`config.mk`:
```
export PLATFORM = sky130hd
export DESIGN_NAME = veririsc_core
export DESIGN_NICKNAME = d
export VERILOG_FILES = /design/src/rtl/veririsc_core.sv
export SDC_FILE = /design/constraint.sdc
export NUM_CORES = 1
export LEC_CHECK = 0
export CORE_ASPECT_RATIO = 1.2
export CORE_UTILIZATION = 45
export DETAILED_ROUTE_END_ITERATION = 10
export GPL_TIMING_DRIVEN = 0
export PLACE_DENSITY = 0.72
export SLEW_MARGIN = 15
export SYNTH_ARGS = -nofsm -noshare
export SYNTH_HDL_FRONTEND = slang
export SYNTH_SLANG_ARGS = --single-unit
```
`constraint.sdc`:
```
create_clock -name clk -period 2.72 [get_ports clk]
set_clock_uncertainty 0.15 [all_clocks]
set_input_delay 0.272 -clock clk [delete_from_list [all_inputs] [get_ports clk]]
set_output_delay 0.272 -clock clk [all_outputs]
set_load 0.01 [all_outputs]
```
`src/rtl/veririsc_core.sv`:
```
// veririsc_core: multi-cycle VeriRISC CPU with a stallable req/ack memory port
//
// Parameters:
//   DWIDTH    accumulator / data bus width (must be >= AWIDTH+3)
//   AWIDTH    address and program counter width
// Ports:
//   clk       rising-edge clock
//   rst       asynchronous active-low reset
//   go        restart pulse, honoured only while halted
//   mem_req   memory transaction request (held until acked)
//   mem_we    1 = write, 0 = read; valid with mem_req
//   mem_addr  transaction address
//   mem_wdata write data (accumulator)
//   mem_rdata read data, sampled on the ack cycle
//   mem_ack   transaction completion, may coincide with the request cycle
//   halted    core sits in HALTED
//   pc        program counter (debug)
//   acc       accumulator (debug)
//   retired   instructions completed, only with VERIRISC_RETIRE_CNT_EN defined
module veririsc_core #(
   parameter int DWIDTH = 8,
   parameter int AWIDTH = 5
) (
   input  logic              clk,
   input  logic              rst,
   input  logic              go,
   output logic              mem_req,
   output logic              mem_we,
   output logic [AWIDTH-1:0] mem_addr,
   output logic [DWIDTH-1:0] mem_wdata,
   input  logic [DWIDTH-1:0] mem_rdata,
   input  logic              mem_ack,
   output logic              halted,
   output logic [AWIDTH-1:0] pc,
   output logic [DWIDTH-1:0] acc
`ifdef VERIRISC_RETIRE_CNT_EN
   ,
   output logic [31:0]       retired
`endif
);
   localparam logic [2:0] OP_HLT = 3'd0, OP_SKZ = 3'd1, OP_ADD = 3'd2, OP_AND = 3'd3;
   localparam logic [2:0] OP_XOR = 3'd4, OP_STO = 3'd6, OP_JMP = 3'd7;
   typedef enum logic [1:0] {FETCH, DECODE, EXEC, HALTED} state_t;
   state_t state, state_nxt;
   logic [AWIDTH+2:0] ir, ir_nxt;
   logic [AWIDTH-1:0] pc_nxt, pc_inc, ir_addr;
   logic [DWIDTH-1:0] acc_nxt, alu;
   logic [2:0] opc;
   logic mem_op, zero;
   assign opc = ir[AWIDTH+2:AWIDTH];
   assign ir_addr = ir[AWIDTH-1:0];
   assign pc_inc = pc + AWIDTH'(1);
   assign zero = acc == '0;
   assign mem_op = opc != OP_HLT && opc != OP_SKZ && opc != OP_JMP;
   assign alu = opc == OP_ADD ? acc + mem_rdata :
                opc == OP_AND ? acc & mem_rdata :
                opc == OP_XOR ? acc ^ mem_rdata : mem_rdata;
   // Moore memory outputs; the request is masked while reset is held so an
   // in-flight transaction is dropped the instant reset asserts.
   assign mem_req = rst && (state == FETCH || (state == EXEC && mem_op));
   assign mem_we = state == EXEC && opc == OP_STO;
   assign mem_addr = state == FETCH ? pc : ir_addr;
   assign mem_wdata = acc;
   assign halted = state == HALTED;
   always_ff @(posedge clk or negedge rst) begin
      if (!rst) begin
         state <= FETCH;
         pc <= '0;
         acc <= '0;
         ir <= '0;
      end else begin
         state <= state_nxt;
         pc <= pc_nxt;
         acc <= acc_nxt;
         ir <= ir_nxt;
      end
   end
   always_comb begin
      state_nxt = state;
      pc_nxt = pc;
      acc_nxt = acc;
      ir_nxt = ir;
      case (state)
         FETCH: if (mem_ack) begin
            ir_nxt = mem_rdata[AWIDTH+2:0];
            state_nxt = DECODE;
         end
         DECODE: begin
            pc_nxt = pc_inc;
            state_nxt = opc == OP_HLT ? HALTED : EXEC;
         end
         EXEC: if (opc == OP_SKZ) begin
            pc_nxt = zero ? pc_inc : pc;
            state_nxt = FETCH;
         end else if (opc == OP_JMP) begin
            pc_nxt = ir_addr;
            state_nxt = FETCH;
         end else if (mem_ack) begin
            acc_nxt = opc == OP_STO ? acc : alu;
            state_nxt = FETCH;
         end
         HALTED: state_nxt = go ? FETCH : HALTED;
         default: state_nxt = FETCH;
      endcase
   end
`ifdef VERIRISC_RETIRE_CNT_EN
   // An instruction retires when EXEC hands back to FETCH, or when HLT halts.
   always_ff @(posedge clk or negedge rst) begin
      if (!rst) retired <= '0;
      else if ((state == EXEC && state_nxt == FETCH) || (state == DECODE && state_nxt == HALTED))
         retired <= retired + 32'd1;
   end
`endif
endmodule
```
# After elaboration in Yosys (flattened, before gate mapping)
# Cells that the tools add are included.
# op_classes
bitwise	5
n_eq_ne	15
reduce_logical	15
mux	15
n_addsub	2
# ops
cell	count
8-bit two-way mux	3
5-bit two-way mux	4
2-bit two-way mux	5
5-bit case mux with 2 select lines	1
3-bit == test, second input constant	3
8-bit adder	1
8-bit AND	1
8-bit logical NOT	1
2-bit case mux with 4 select lines	1
8-bit XOR	1
3-bit by 2-bit == test with 1-bit output, second input constant	2
3-bit by 1-bit inequality test with 1-bit output, second input constant	2
3-bit inequality test, second input constant	2
5-bit by 1-bit adder with 5-bit output, second input constant	1
1-bit logical AND	5
5-bit AND reduction	1
2-bit == test, second input constant	2
4-bit by 2-bit inequality test with 1-bit output, second input constant	1
2-bit AND reduction	2
3-bit by 1-bit == test with 1-bit output, second input constant	1
3-bit logical NOT	1
1-bit NOT	3
3-bit AND reduction	1
3-bit nonzero test	1
other kinds (6)	6
# totals
output_inout_bits	29
word_cells	56
in_bits	12
regBits	23

# Longest topological paths before layout
# Gate-level depths: netlist of run 1.
# logic_depth
depth_word	6
mapped_depth	9
mapped_depth_nobuf	9

# Worst setup path before layout of run 1
# Ideal clock, no wire load.
# synth_timing
kind	reg-to-reg
startpoint	register acc[0]
endpoint	register acc[6]
path_stages_with_launch	10
synth_period_minus_slack_ns	2.020
arrival_time_ns	1.805
setup_slack_ns	0.700
path_buffers	0
path_cell_list	dfrtp_1 -> ha_1 -> inv_1 -> fa_1 -> nor2b_1 -> nor3_1 -> o21bai_1 -> a21oi_1 -> mux2_2 -> nand2_1
# synth_between
elab_chain_cells	2
# synth_lines
item	line	source
from (decl)	35	output logic [DWIDTH-1:0] acc
from (signal assigned)	74	acc <= acc_nxt;
8-bit adder	55	assign alu = opc == OP_ADD ? acc + mem_rdata :
8-bit two-way mux	55	
# No other way between the ends.
# A chain may end at the register's enable or synchronous reset.

# Worst setup path in the final report of run 1
# layout_timing
startpoint	register ir[7]
endpoint	output port mem_we
# layout_between
elab_chain_cells	2
# layout_lines
item	line	source
from (decl)	45	logic [AWIDTH+2:0] ir, ir_nxt;
from (signal assigned)	75	ir <= ir_nxt;
3-bit == test	61	assign mem_we = state == EXEC && opc == OP_STO;
1-bit logical AND	61	
to (decl)	28	output logic mem_we,
# No other way between the ends.

==> impl_metrics.json, run 1 <==
{
  "cellPowerDensity_nw_per_um2": 1291,
  "relSlewSlack_pct": 62.11,
  "path_class": "reg2out",
  "power_switching_uw": 1323,
  "min_path_type": "reg2reg",
  "syn_inst": 204,
  "drive_gt1_share_pct": 17.74,
  "slowest_stage": "clkdlybuf4s50_1",
  "die_h_um": 72.37,
  "antenna_left": 0,
  "syn_avg_cell_area_um2": 9.102,
  "area_growth_pct": 27.76,
  "ys_ff_latch": 23,
  "rows": 25,
  "p_comb_share_pct": 69.5,
  "placed_area_um2": 2325,
  "cts_buffers": 3,
  "routabilityCongestion": 0.8476,
  "seq_area_frac_synth_pct": 31.00,
  "leakagePower_uw": 0.0009777,
  "clockBufferDepth": 2,
  "grt_pass1_wl_um": 7065,
  "max_freq_ghz": 0.3887,
  "p_int_uw": 1739,
  "cp-start-kind": "flip-flop",
  "synth_area_leaders": "dfrtp_1, ha_1, mux2_2, a21oi_1, mux2i_1",
  "vias_per_cell": 5.411,
  "synth_warnings": 0,
  "cts_tree": "done",
  "grt_use_total_pct": 20.99,
  "fp.coreArea_um2": 3941,
  "synthArstFlopShare_pct": 100.0,
  "portBuffers": 40,
  "cts_sinks": 23,
  "final_cell_area_um2": 2372,
  "cp_num_buf_inv": 3,
  "status": "complete, no violations",
  "die_area_um2": 4388,
  "arrival_ps": 2150,
  "drc": 0,
  "cp-end-kind": "primary output",
  "synth_edf_count": 0,
  "cp_slowest_stage_delay_ps": 560,
  "critPathMaxFanout": 10,
  "ir_drop_mv": 0.5638,
  "sequentialPowerShare_pct": 23.4,
  "wl_per_cell_um": 13.97,
  "period_share_pct": 94.58,
  "synth_area_um2": 1857,
  "crit_chain": "clkbuf_1 -> clkbuf_2 -> nand2_1 -> nor3_1 -> clkdlybuf4s50_1",
  "tightestPinTransition_ps": 565.3,
  "finalHoldViolations": 0,
  "crit_required_ps": 2300,
  "antenna_cells": 0,
  "grt_max_degree": 25,
  "nNetsFinal": 275,
  "crit_family": "buffers and inverters",
  "drv_slew": 0,
  "synth_cell_type_count": 42,
  "pwr-share-clk_pct": 7.1,
  "root_buffer": "clkbuf_8",
  "insertion_delay_ps": 260,
  "drt_wl_total_um": 4220,
  "final_util_pct": 60.19,
  "cap_viol_max_count": 0,
  "globalRouteOverflowTotal": 0,
  "cts_max_level": 1,
  "antenna_found_initial": 0,
  "ios": 41,
  "cts_setup_buffers": 0,
  "vias": 1634,
  "drt_iter0_drc": 70,
  "synth_nets": 230,
  "setup_viol": 0,
  "startpoint": "ir[7]",
  "die_w_um": 60.64,
  "dr.pass1.iters": 4,
  "worstHoldStart": "ir[1]",
  "r2r-start": "acc[0]",
  "synthFlopType": "dfrtp_1",
  "min_period_ps": 2573,
  "rsz0062_at_grt": "no",
  "synth_top_area_cell": "dfrtp_1",
  "initial_core_util_pct": 47.11,
  "dp_hpwl_um": 3224,
  "synth_top_area_share_pct": 31.00,
  "cts.clk_slew.worst_paths_ps": 80,
  "first_global_vias": 1541,
  "switching_share_pct": 43.20
}
-- cell families (layout without fill, tap and decap cells) --
kind of cell	after synthesis	after routing	synth area share, %
and+or+nand+nor	52	52	14.42
AOI/OAI and AO/OA	62	62	21.43
buffers and inverters	26	70	8.153
adders and majority gates	14	14	9.839
muxes	23	23	13.28
xor gates and xnor gates	4	4	1.887
DFF	23	23	31.00
-- registers in the layout, indices dropped and copies added (netlist names) --
name,cells
ir,8
acc,8
state,2
pc,5
-- cells in the mapped netlist, types with 2 or more instances --
cell type,count
o21bai_1,2
mux2i_1,10
o21ai_0,4
nor2b_1,5
nor2_1,12
nor2_2,3
xnor2_1,4
nand2_1,11
buf_6,2
a21oi_2,5
mux2_2,13
nand3_1,4
ha_1,13
nor4_1,2
buf_4,10
o21ai_2,2
clkbuf_1,4
dfrtp_1,23
a21oi_1,21
nor3_1,7
a211oi_1,2
inv_1,8
o21ai_1,11
a21o_1,2
a221oi_1,7
-- power by group through the flow --
stage          Sequential, uW  Combinational, uW  Clock [uW]
6_report                  716               2130         217
5_1_grt                   748               2360         238
4_1_cts                   716               2140         220
3_5_place_dp              723               2140           0
3_3_place_gp              721               2100           0
2_1_floorplan             720               1400           0
-- tightest hold or removal path, delay by kind of cell (launching register included) --
kind,cells,cell delay [ps]
flops,1,370
simple gates,1,60
compound gates,1,60
-- path summary, 6_finish.rpt --
| kind | endpoint | slack [ps] | cells past startpoint |
|---|---|---|---|
| min in group asynchronous | state[1] | 400 | 2 |
| max reg2reg | acc[6] | 540 | 9 |
| max in group asynchronous | acc[3] | 1650 | 2 |
| min | ir[1] | 370 | 2 |
| max | mem_we | 150 | 5 |
| min reg2reg | ir[1] | 370 | 2 |
-- stage by stage --
step           std cells  setup slack [ps]  setup TNS, ps  hold slack (ps)  power, uW
2_1_floorplan        204             699.5              0           -173.6       2116
3_3_place_gp         298            -20.43         -20.43            344.3       2816
3_5_place_dp         298            -32.12         -32.12            351.0       2859
4_1_cts              302             27.32              0            228.4       3080
5_1_grt              302             49.44              0            412.3       3348
6_report             302             147.3              0            367.3       3062
-- cell usage in the layout (no fill, tap or decap), types with 3 or more instances in the layout --
cell type        instances
clkdlybuf4s50_1         39
dfrtp_1                 23
a21oi_1                 21
mux2_2                  13
ha_1                    13
nor2_1                  12
nand2_1                 11
o21ai_1                 11
buf_4                   10
mux2i_1                 10
inv_1                    8
nor3_1                   7
a221oi_1                 7
nor2b_1                  5
a21oi_2                  5
o21ai_0                  4
nand3_1                  4
xnor2_1                  4
clkbuf_1                 3
nor2_2                   3
clkbuf_8                 3
-- cell type report --
| type | count | area (um2) |
|---|---|---|
| multi-input combinational | 155 | 1130 |
| timing repair buffer | 41 | 405.4 |
| inverter | 9 | 33.78 |
| buffer | 16 | 115.1 |
| clock buffer | 4 | 45.04 |
| fill | 393 | 1569 |
| sequential | 23 | 575.6 |
| tap | 54 | 67.56 |
-- metal layers --
metal  global-route usage (%)  share of wire, %  up-vias
met3                    2.317               5.0        6
met5                        0                 0        -
li1                         -                 -      819
met2                    38.34                51       46
met1                    26.15                43      763
met4                    4.040              0.73        0
-- timing repair --
action	in CTS	in global routing
gates cloned	0	0
resized for setup	1	2
hold endpoints to repair	0	23
hold buffers	0	1
endpoints found under the setup margin	1	6
Power figures use the tool's default switching activity.
==> inputs of run 2 (changes only) <==
--- a/config.mk
+++ b/config.mk
@@ -9,6 +9,7 @@
 export CORE_UTILIZATION = 45
 export DETAILED_ROUTE_END_ITERATION = 10
 export GPL_TIMING_DRIVEN = 0
+export HOLD_SLACK_MARGIN = 0.02
 export PLACE_DENSITY = 0.72
 export SLEW_MARGIN = 15
 export SYNTH_ARGS = -nofsm -noshare
==> results of run 2 <==
Final layout, timing and power as in run 1 (identical DEF).
==> inputs of run 3 (changes only) <==
--- a/config.mk
+++ b/config.mk
@@ -5,12 +5,13 @@
 export SDC_FILE = /design/constraint.sdc
 export NUM_CORES = 1
 export LEC_CHECK = 0
+export CAP_MARGIN = 10
 export CORE_ASPECT_RATIO = 1.2
 export CORE_UTILIZATION = 45
 export DETAILED_ROUTE_END_ITERATION = 10
 export GPL_TIMING_DRIVEN = 0
 export HOLD_SLACK_MARGIN = 0.02
-export PLACE_DENSITY = 0.72
+export PLACE_DENSITY = 0.83
 export SLEW_MARGIN = 15
 export SYNTH_ARGS = -nofsm -noshare
 export SYNTH_HDL_FRONTEND = slang
==> constraint.sdc (replaced) <==
create_clock -name clk -period 2.7 [get_ports clk]
set_clock_uncertainty 0.15 [all_clocks]
set_input_delay 0.27 -clock clk [delete_from_list [all_inputs] [get_ports clk]]
set_output_delay 0.27 -clock clk [all_outputs]
set_load 0.01 [all_outputs]
==> impl_metrics.json, run 3 (same netlist as run 1, synthesis figures left out) <==
{
  "insertion_delay_ps": 270,
  "multiInputGateArea_um2": 1130,
  "finalHoldViolations": 0,
  "drt_wl_total_um": 4302,
  "drive_gt1_share_pct": 17.41,
  "ir_drop_mv": 0.6238,
  "cellPowerDensity_nw_per_um2": 1309,
  "ios": 41,
  "dp_hpwl_um": 3310,
  "cts_buffers": 3,
  "crit_family": "buffers and inverters",
  "nNetsFinal": 274,
  "first_global_vias": 1555,
  "leakagePower_uw": 0.0009735,
  "dr.pass1.iters": 6,
  "cap_viol_max_count": 0,
  "grt_pass1_wl_um": 7189,
  "rows": 25,
  "vias_per_cell": 5.518,
  "setup_viol": 0,
  "regArea_um2": 575.6,
  "final_util_pct": 60.06,
  "area_growth_pct": 27.49,
  "fillers": 357,
  "clockBufferDepth": 2,
  "drc": 0,
  "die_h_um": 72.37,
  "holdWs_ps": 359.4,
  "wl_per_cell_um": 14.29,
  "die_area_um2": 4388,
  "root_buffer": "clkbuf_8",
  "worst_slack_ps": 187.4,
  "die_w_um": 60.64,
  "routabilityCongestion": 0.8857,
  "portBuffers": 40,
  "antenna_cells": 0,
  "setup_tns_ps": 0,
  "antenna_left": 0,
  "place_ws_ps": -39.82,
  "drv_slew": 0,
  "largestRegisters": "acc (8), ir (8), pc (5)",
  "antenna_found_initial": 0,
  "cp-start-kind": "flip-flop",
  "relSlewSlack_pct": 60.05,
  "fp.coreArea_um2": 3941,
  "min_period_ps": 2513,
  "globalRouteOverflowTotal": 0,
  "max_freq_ghz": 0.3980,
  "arrival_ps": 2090,
  "cts_sinks": 23,
  "critPathMaxFanout": 13,
  "tightestPinTransition_ps": 596.0,
  "cp_slowest_stage_delay_ps": 610,
  "cts_tree": "done",
  "cp-end-kind": "primary output",
  "layout_commonest_cell": "clkdlybuf4s50_1",
  "min_path_type": "in2async",
  "initial_core_util_pct": 47.11,
  "crit_required_ps": 2280,
  "layout_common_cells": "clkdlybuf4s50_1, dfrtp_1, a21oi_1",
  "slowest_stage": "dfrtp_1",
  "status": "complete, no violations",
  "path_class": "reg2out",
  "grt_use_total_pct": 21.60,
  "crit_chain": "clkbuf_1 -> nand2_1 -> nor3_1 -> clkdlybuf4s50_1",
  "cts.clk_slew.worst_paths_ps": 90,
  "cts_max_level": 1,
  "vias": 1661,
  "cp_num_buf_inv": 2,
  "rsz0062_at_grt": "no",
  "grt_max_degree": 25,
  "period_share_pct": 93.06,
  "drt_iter0_drc": 110
}
-- run 3: changes by cell type in the layout (fill, tap and decap cells not counted), sizes merged --
cell	delta
clkbuf	-1
-- run 3: stage by stage --
step           cells  power, uW  cell area, um2
3_3_place_gp     298       2814            2325
2_1_floorplan    204       2132            1857
3_5_place_dp     298       2888            2325
4_1_cts          302       3122            2369
5_1_grt          301       3385            2367
6_report         301       3100            2367
-- run 3: area by class of cell --
type | instances | share of cell area [%]
Clock buffer | 4 | 1.903
Inverter | 9 | 1.427
Timing Repair Buffer | 41 | 17.12
Tap cell | 54 | 2.854
Multi-Input combinational cell | 155 | 47.73
Buffer | 15 | 4.651
Sequential cell | 23 | 24.31
-- run 3: timing repair --
| action | 4_1_cts | 5_1_grt |
|---|---|---|
| buffers inserted | 0 | 0 |
| hold buffers | 0 | 1 |
| setup endpoints to repair | 1 | 6 |
| pin swaps | 0 | 0 |
| endpoints found under the hold margin | 0 | 23 |
| resized for setup | 1 | 0 |
-- run 3: final timing paths --
path                            endpoint  slack, ps  cells after the start  startpoint
worst min-delay path            state[0]        360                      2         rst
min in group clk                   ir[1]        380                      2       ir[1]
max in group asynchronous          ir[1]       1670                      2         rst
worst max-delay path              mem_we        190                      4       ir[7]
worst max register to register    acc[6]        480                      9      acc[0]
worst min register to register     ir[1]        380                      2       ir[1]
-- run 3: metal layers --
| layer | part of all wire, % | up-vias | track usage [%] |
|---|---|---|---|
| met5 | 0 | - | 0 |
| met4 | 1.9 | 0 | 7.323 |
| met3 | 4.5 | 10 | 1.961 |
| met2 | 52 | 51 | 37.85 |
| met1 | 42 | 771 | 27.21 |
| li1 | - | 829 | - |
-- run 3: power breakdown --
part           leakage, uW  switching, uW  total (uW)  internal, uW
logic             0.000677           1010        2140          1120
clock network    0.0000228            116         221           106
registers         0.000273            223         743           520
